`config.mk`:
```
export PLATFORM = sky130hd
export DESIGN_NAME = alu_prog_loader
export DESIGN_NICKNAME = d
export VERILOG_FILES = /design/src/rtl/alu_prog_loader.sv
export SDC_FILE = /design/constraint.sdc
export NUM_CORES = 1
export LEC_CHECK = 0
export BUFFER_PORTS_ARGS = -buffer_cell sky130_fd_sc_hd__buf_2
export CORE_MARGIN = 10
export CORE_UTILIZATION = 35
export DETAILED_ROUTE_END_ITERATION = 6
export PLACE_DENSITY = 0.57
export SLEW_MARGIN = 10
export SYNTH_ARGS = -nofsm -noshare
export SYNTH_HDL_FRONTEND = slang
export SYNTH_SLANG_ARGS = --single-unit
export TNS_END_PERCENT = 5
```
`constraint.sdc`:
```
create_clock -name clk -period 1.7 [get_ports clk]
set_input_delay 0.085 -clock clk [delete_from_list [all_inputs] [get_ports clk]]
set_output_delay 0.085 -clock clk [all_outputs]
set_load 0.01 [all_outputs]
```
`src/rtl/alu_prog_loader.sv`:
```
// Program loader for the toy-ALU: streams bytes into the 256x8 program memory, parses
// instruction lengths, then releases and steps the core. Optional: LOADER_SINGLE_STEP_EN.
module alu_prog_loader #(
    parameter int ADDR_W = 8,
    parameter int DATA_W = 8
) (
    input  logic              clk,
    input  logic              rst,
    input  logic              start,
    input  logic              in_valid,
    output logic              in_ready,
    input  logic [DATA_W-1:0] in_data,
    input  logic              in_last,
`ifdef LOADER_SINGLE_STEP_EN
    input  logic              step_req,
`endif
    output logic              mem_we,
    output logic [ADDR_W-1:0] mem_addr,
    output logic [DATA_W-1:0] mem_wdata,
    output logic              core_rst,
    output logic              core_step,
    output logic              busy,
    output logic              done,
    output logic              err,
    output logic [ADDR_W-1:0] instr_count,
    output logic [ADDR_W:0]   byte_count
);

    typedef enum logic [2:0] {
        ST_IDLE = 3'd0,
        ST_LOAD = 3'd1,
        ST_RUN  = 3'd2,
        ST_DONE = 3'd3,
        ST_ERR  = 3'd4
    } state_t;

    localparam logic [ADDR_W:0]   CNT_ONE  = {{ADDR_W{1'b0}}, 1'b1};
    localparam logic [ADDR_W:0]   CNT_ZERO = {(ADDR_W+1){1'b0}};
    localparam logic [ADDR_W-1:0] ADR_ZERO = {ADDR_W{1'b0}};

    // Opcodes with data[5]=1 (length field 2 or 3) carry one immediate byte.
    function automatic logic has_immediate(input logic [DATA_W-1:0] opcode);
        return opcode[5];
    endfunction

    // Published instruction count saturates; a full memory of 1-byte opcodes is 2**ADDR_W.
    function automatic logic [ADDR_W-1:0] sat_count(input logic [ADDR_W:0] cnt);
        return cnt[ADDR_W] ? {ADDR_W{1'b1}} : cnt[ADDR_W-1:0];
    endfunction

    state_t            state_r;
    logic              expect_imm_r;
    logic [ADDR_W:0]   instr_cnt_r;
    logic [ADDR_W:0]   step_cnt_r;

    logic              beat_s;
    logic              imm_next_s;
    logic [ADDR_W:0]   instr_next_s;
    logic [ADDR_W:0]   byte_next_s;
    logic              steps_left_s;
    logic              step_go_s;

    // Beat decode and instruction-length parsing for the byte on the port.
    always_comb begin
        beat_s       = in_valid & in_ready;
        byte_next_s  = byte_count + CNT_ONE;
        steps_left_s = (step_cnt_r != instr_cnt_r);
        if (expect_imm_r) begin
            imm_next_s   = 1'b0;
            instr_next_s = instr_cnt_r;
        end else begin
            imm_next_s   = has_immediate(in_data);
            instr_next_s = instr_cnt_r + CNT_ONE;
        end
`ifdef LOADER_SINGLE_STEP_EN
        step_go_s = steps_left_s & step_req;
`else
        step_go_s = steps_left_s;
`endif
    end

    // Loader FSM; every output is a register updated alongside the state.
    always_ff @(posedge clk) begin
        if (rst) begin
            state_r      <= ST_IDLE;
            expect_imm_r <= 1'b0;
            instr_cnt_r  <= CNT_ZERO;
            step_cnt_r   <= CNT_ZERO;
            in_ready     <= 1'b0;
            mem_we       <= 1'b0;
            mem_addr     <= ADR_ZERO;
            mem_wdata    <= {DATA_W{1'b0}};
            core_rst     <= 1'b1;
            core_step    <= 1'b0;
            busy         <= 1'b0;
            done         <= 1'b0;
            err          <= 1'b0;
            instr_count  <= ADR_ZERO;
            byte_count   <= CNT_ZERO;
        end else begin
            mem_we    <= 1'b0;
            core_step <= 1'b0;
            case (state_r)
                ST_IDLE, ST_DONE, ST_ERR: begin
                    if (start) begin
                        state_r      <= ST_LOAD;
                        expect_imm_r <= 1'b0;
                        instr_cnt_r  <= CNT_ZERO;
                        step_cnt_r   <= CNT_ZERO;
                        instr_count  <= ADR_ZERO;
                        byte_count   <= CNT_ZERO;
                        in_ready     <= 1'b1;
                        core_rst     <= 1'b1;
                        busy         <= 1'b1;
                        done         <= 1'b0;
                        err          <= 1'b0;
                    end
                end
                ST_LOAD: begin
                    if (beat_s) begin
                        mem_we       <= 1'b1;
                        mem_addr     <= byte_count[ADDR_W-1:0];
                        mem_wdata    <= in_data;
                        byte_count   <= byte_next_s;
                        expect_imm_r <= imm_next_s;
                        instr_cnt_r  <= instr_next_s;
                        instr_count  <= sat_count(instr_next_s);
                        if (in_last && imm_next_s) begin
                            state_r  <= ST_ERR;
                            in_ready <= 1'b0;
                            busy     <= 1'b0;
                            err      <= 1'b1;
                        end else if (in_last) begin
                            state_r  <= ST_RUN;
                            in_ready <= 1'b0;
                            core_rst <= 1'b0;
                        end else begin
                            in_ready <= ~byte_next_s[ADDR_W];
                        end
                    end else if (in_valid && byte_count[ADDR_W]) begin
                        // Memory full and the source still has data: oversize program.
                        state_r  <= ST_ERR;
                        in_ready <= 1'b0;
                        busy     <= 1'b0;
                        err      <= 1'b1;
                    end
                end
                ST_RUN: begin
                    // First evaluation here is the cycle carrying the final mem_we, so the
                    // first step lands one cycle after the last write.
                    if (!steps_left_s) begin
                        state_r <= ST_DONE;
                        busy    <= 1'b0;
                        done    <= 1'b1;
                    end else if (step_go_s) begin
                        core_step  <= 1'b1;
                        step_cnt_r <= step_cnt_r + CNT_ONE;
                    end
                end
                default: begin
                    state_r  <= ST_IDLE;
                    in_ready <= 1'b0;
                    core_rst <= 1'b1;
                    busy     <= 1'b0;
                    done     <= 1'b0;
                    err      <= 1'b0;
                end
            endcase
        end
    end

endmodule

```
==> run_results.csv <==
group,metric,value,unit
grt,grt_use_met2,0.2138,
synthesis,postSynthCellCount,346,
worst_setup_path,path_cells,"xor2_1 > nor4_2 > and4_4 > buf_12 > nor3_2 > o221a_1",
grt,antenna_found_initial,0,
timing,max_freq,0.6176,GHz
power_and_ir_drop,ir_worst_vdd,0.4793,mV
cells_and_area,synthToLayoutAreaGrowth,35.32,%
min_path,holdCritPathClass,"input port to flop",
floorplan,fp.coreArea,0.008134,mm²
synthesis,ys_types,48,
worst_setup_path,endpoint_kind,"flop",
timing,maxSlewHeadroom,0.7570,
worst_setup_path,crit_fanout,17,
detailed_routing,drc_errors,0,
detailed_routing,post_drt_wl_per_cell,14.64,µm
floorplan,dieArea,0.01231,mm²
worst_setup_path,worst_path_max_delay_cell,"dfxtp_2",
timing,worst_pin_slew,0.3645,ns
grt,met3_usage,0.04221,
cells_and_area,diodes,0,
placed_design,dpl_worst_slack,-0.01603,ns
placed_design,hpwl,5.780,mm
synthesis,yosysWarnings,0,
floorplan,start_util,0.3558,
worst_setup_path,crit_required,1.94,ns
timing,finalCriticalPeriod,1.619,ns
detailed_routing,postRouteAntennaNets,0,
power_and_ir_drop,p_sw_frac,0.2980,
worst_setup_path,critPathMaxStageDelay,0.35,ns
worst_setup_path,cp_num_buf_inv,1,
grt,grt_util_all_layers,0.1316,
placed_design,gp_congestion,0.8380,
grt,grt_busiest_layer,"met2",
cells_and_area,layout_common_cells,"nand2_1 (71), dfxtp_1 (56), buf_2 (52)",
worst_setup_path,startpoint,"step_cnt_r[2]",
grt,grt.overflow.total,0,
clocking,clock_tree.root_cell,"clkbuf_8",
clocking,cts_tree,"yes",
cells_and_area,layout-drive-gt1-share,0.3029,
synthesis,synth_area_per_cell,8.364,µm²
min_path,min_from,"rst",
clocking,cts-buffers-inserted,9,
power_and_ir_drop,p_int,2.695,mW
floorplan,num_io_pins,53,
clocking,cts_max_path_buffers,2,
power_and_ir_drop,p_switching,1.144,mW
clocking,htree_num_levels,3,
synthesis,synth_enable_flop_cells,0,
timing,drv_slew,0,
detailed_routing,dr.pass1.iters,4,
timing,finClkSkew,0.006432,ns
power_and_ir_drop,powerDensity,980.3,mW/mm²
timing,rsz0062_at_grt,"true",
placed_design,io_buffers,52,
synthesis,dominantRegCellSynth,"dfxtp_1",
power_and_ir_drop,clockPowerShare,0.384,
timing,min_period_over_period,0.9525,
power_and_ir_drop,seq_power_share,0.409,
clocking,clk_pin_slew,0.07,ns
synthesis,syn_area,0.002894,mm²
synthesis,ys_seq_area_frac,0.4289,
grt,grtUsageMet1,0.1589,
clocking,clock_sinks,62,
detailed_routing,via_count,2822,
synthesis,async_reset_ff_frac,0,
clocking,clock_latency,0.35,ns
worst_setup_path,worstReg2RegStart,"step_cnt_r[2]",
power_and_ir_drop,p_leak,1.705,nW
grt,grt_max_degree,35,
timing,setup_slack,0.08081,ns
grt,grt_pass1_vias,2710,
timing,setup_violations,0,
detailed_routing,viasPerCell,5.094,
run,max_cap_viol_count,0,
synthesis,yosys_register_bits,62,
cells_and_area,final_nets,460,
worst_setup_path,startpoint_type,"flop",
worst_setup_path,critPathKind,"flop to flop",
power_and_ir_drop,p_comb_frac,0.207,
grt,grt_first_pass_wirelength,13.62,mm
floorplan,fp-row-count,33,
power_and_ir_drop,p_total,3.839,mW
timing,finalHoldViolations,0,
detailed_routing,drt_iter0_markers,114,
status,status,"finished, final reports clean",
detailed_routing,routed_wl,8.108,mm
cells_and_area,final_common_cell,"nand2_1",
worst_setup_path,cp.arrival,1.86,ns
synthesis,syn_nets,362,
floorplan,die_h,110.9,µm
worst_setup_path,critical_path.top_delay_family,"simple AND/OR/NAND/NOR gates",
floorplan,die_w,110.9,µm
## Yosys cell counts, types with 5 or more instances
cell type   n  area share
nand2_1    73       0.095
dfxtp_1    62        0.43
a21oi_1    34       0.059
nor2_1     26       0.034
xor2_1     17       0.051
a31oi_1    10       0.022
o211ai_1    9       0.023
buf_2       8       0.014
clkbuf_1    8       0.010
or4_1       8       0.021
inv_1       7      0.0091
o2111ai_1   7       0.021
o21ai_0     7       0.012
xnor2_1     7       0.021
nand3_1     5      0.0086
nand4_1     5       0.011
nor3_1      5      0.0086
## power groups by stage
stage	logic [mW]	clock network [mW]	registers, mW
finish	0.796	1.47	1.57
global route	0.878	1.57	1.58
CTS	0.789	1.52	1.57
detailed placement	0.773	0	1.60
global placement	0.766	0	1.60
floorplan	0.446	0	1.60
## layer usage
metal	wire length (µm)	vias up
li1	-	1420
met1	3812	1338
met2	3841	58
met3	354	6
met4	100	0
met5	0	-
## through the flow
stage,hold slack (ns),std cells,area [µm²],util,setup TNS [ns]
2_1_floorplan,0.2022,346,2894,-,0
3_3_place_gp,0.3263,528,3541,0.4353,-0.2506
3_5_place_dp,0.3325,528,3541,0.4353,-0.07490
4_1_cts,0.08848,552,3844,0.4725,0
5_1_grt,0.1023,554,3916,0.4815,-0.07409
6_report,0.09227,554,3916,0.4815,0
## path summary, 6_finish.rpt
check | to | slack, ns | cells after the start
min reg2reg | err | 0.45 | 2
max reg2reg | busy | 0.08 | 6
min | busy | 0.09 | 3
max | busy | 0.08 | 6
## state kept, by name, summed over array words and instances (netlist names)
register	count
in_ready	1
step_cnt_r	9
done	1
err	1
mem_we	1
expect_imm_r	1
mem_addr	8
core_rst	1
instr_cnt_r	9
core_step	1
mem_wdata	8
instr_count	8
busy	1
state_r	3
byte_count	9
## timing repair
item	4_1_cts	5_1_grt
hold buffers	8	0
pin swaps	0	7
endpoints found under the hold margin	8	0
setup buffers	0	1
resized for setup	1	17
endpoints found under the setup margin	13	23
gates cloned	0	1
## logic make-up (layout without fill, tap and decap cells)
logic type,count (synthesis),after routing,synth area share
multiplexers,2,2,0.007350
XOR/XNOR,24,24,0.07263
adder cells (fa/ha/maj),3,3,0.01297
flip-flops,62,62,0.4289
AO/OA/AOI/OAI,84,84,0.1885
buffers and inverters,26,128,0.04367
AND/OR/NAND/NOR,145,146,0.2460
## worst min-delay path: cells and delay by family
family,cells,cell delay [ns]
AO/OA/AOI/OAI,1,0.12
buffers and inverters,2,0.19
## cell type report
class	count	area (µm²)
multi-input combinational	259	1578
inverter	7	26.28
timing repair buffer	105	710.7
sequential	62	1249
tap	105	131.4
clock buffer	9	123.9
clock inverter	7	97.59
fill	804	4218
(Power assumes the default switching activity.)
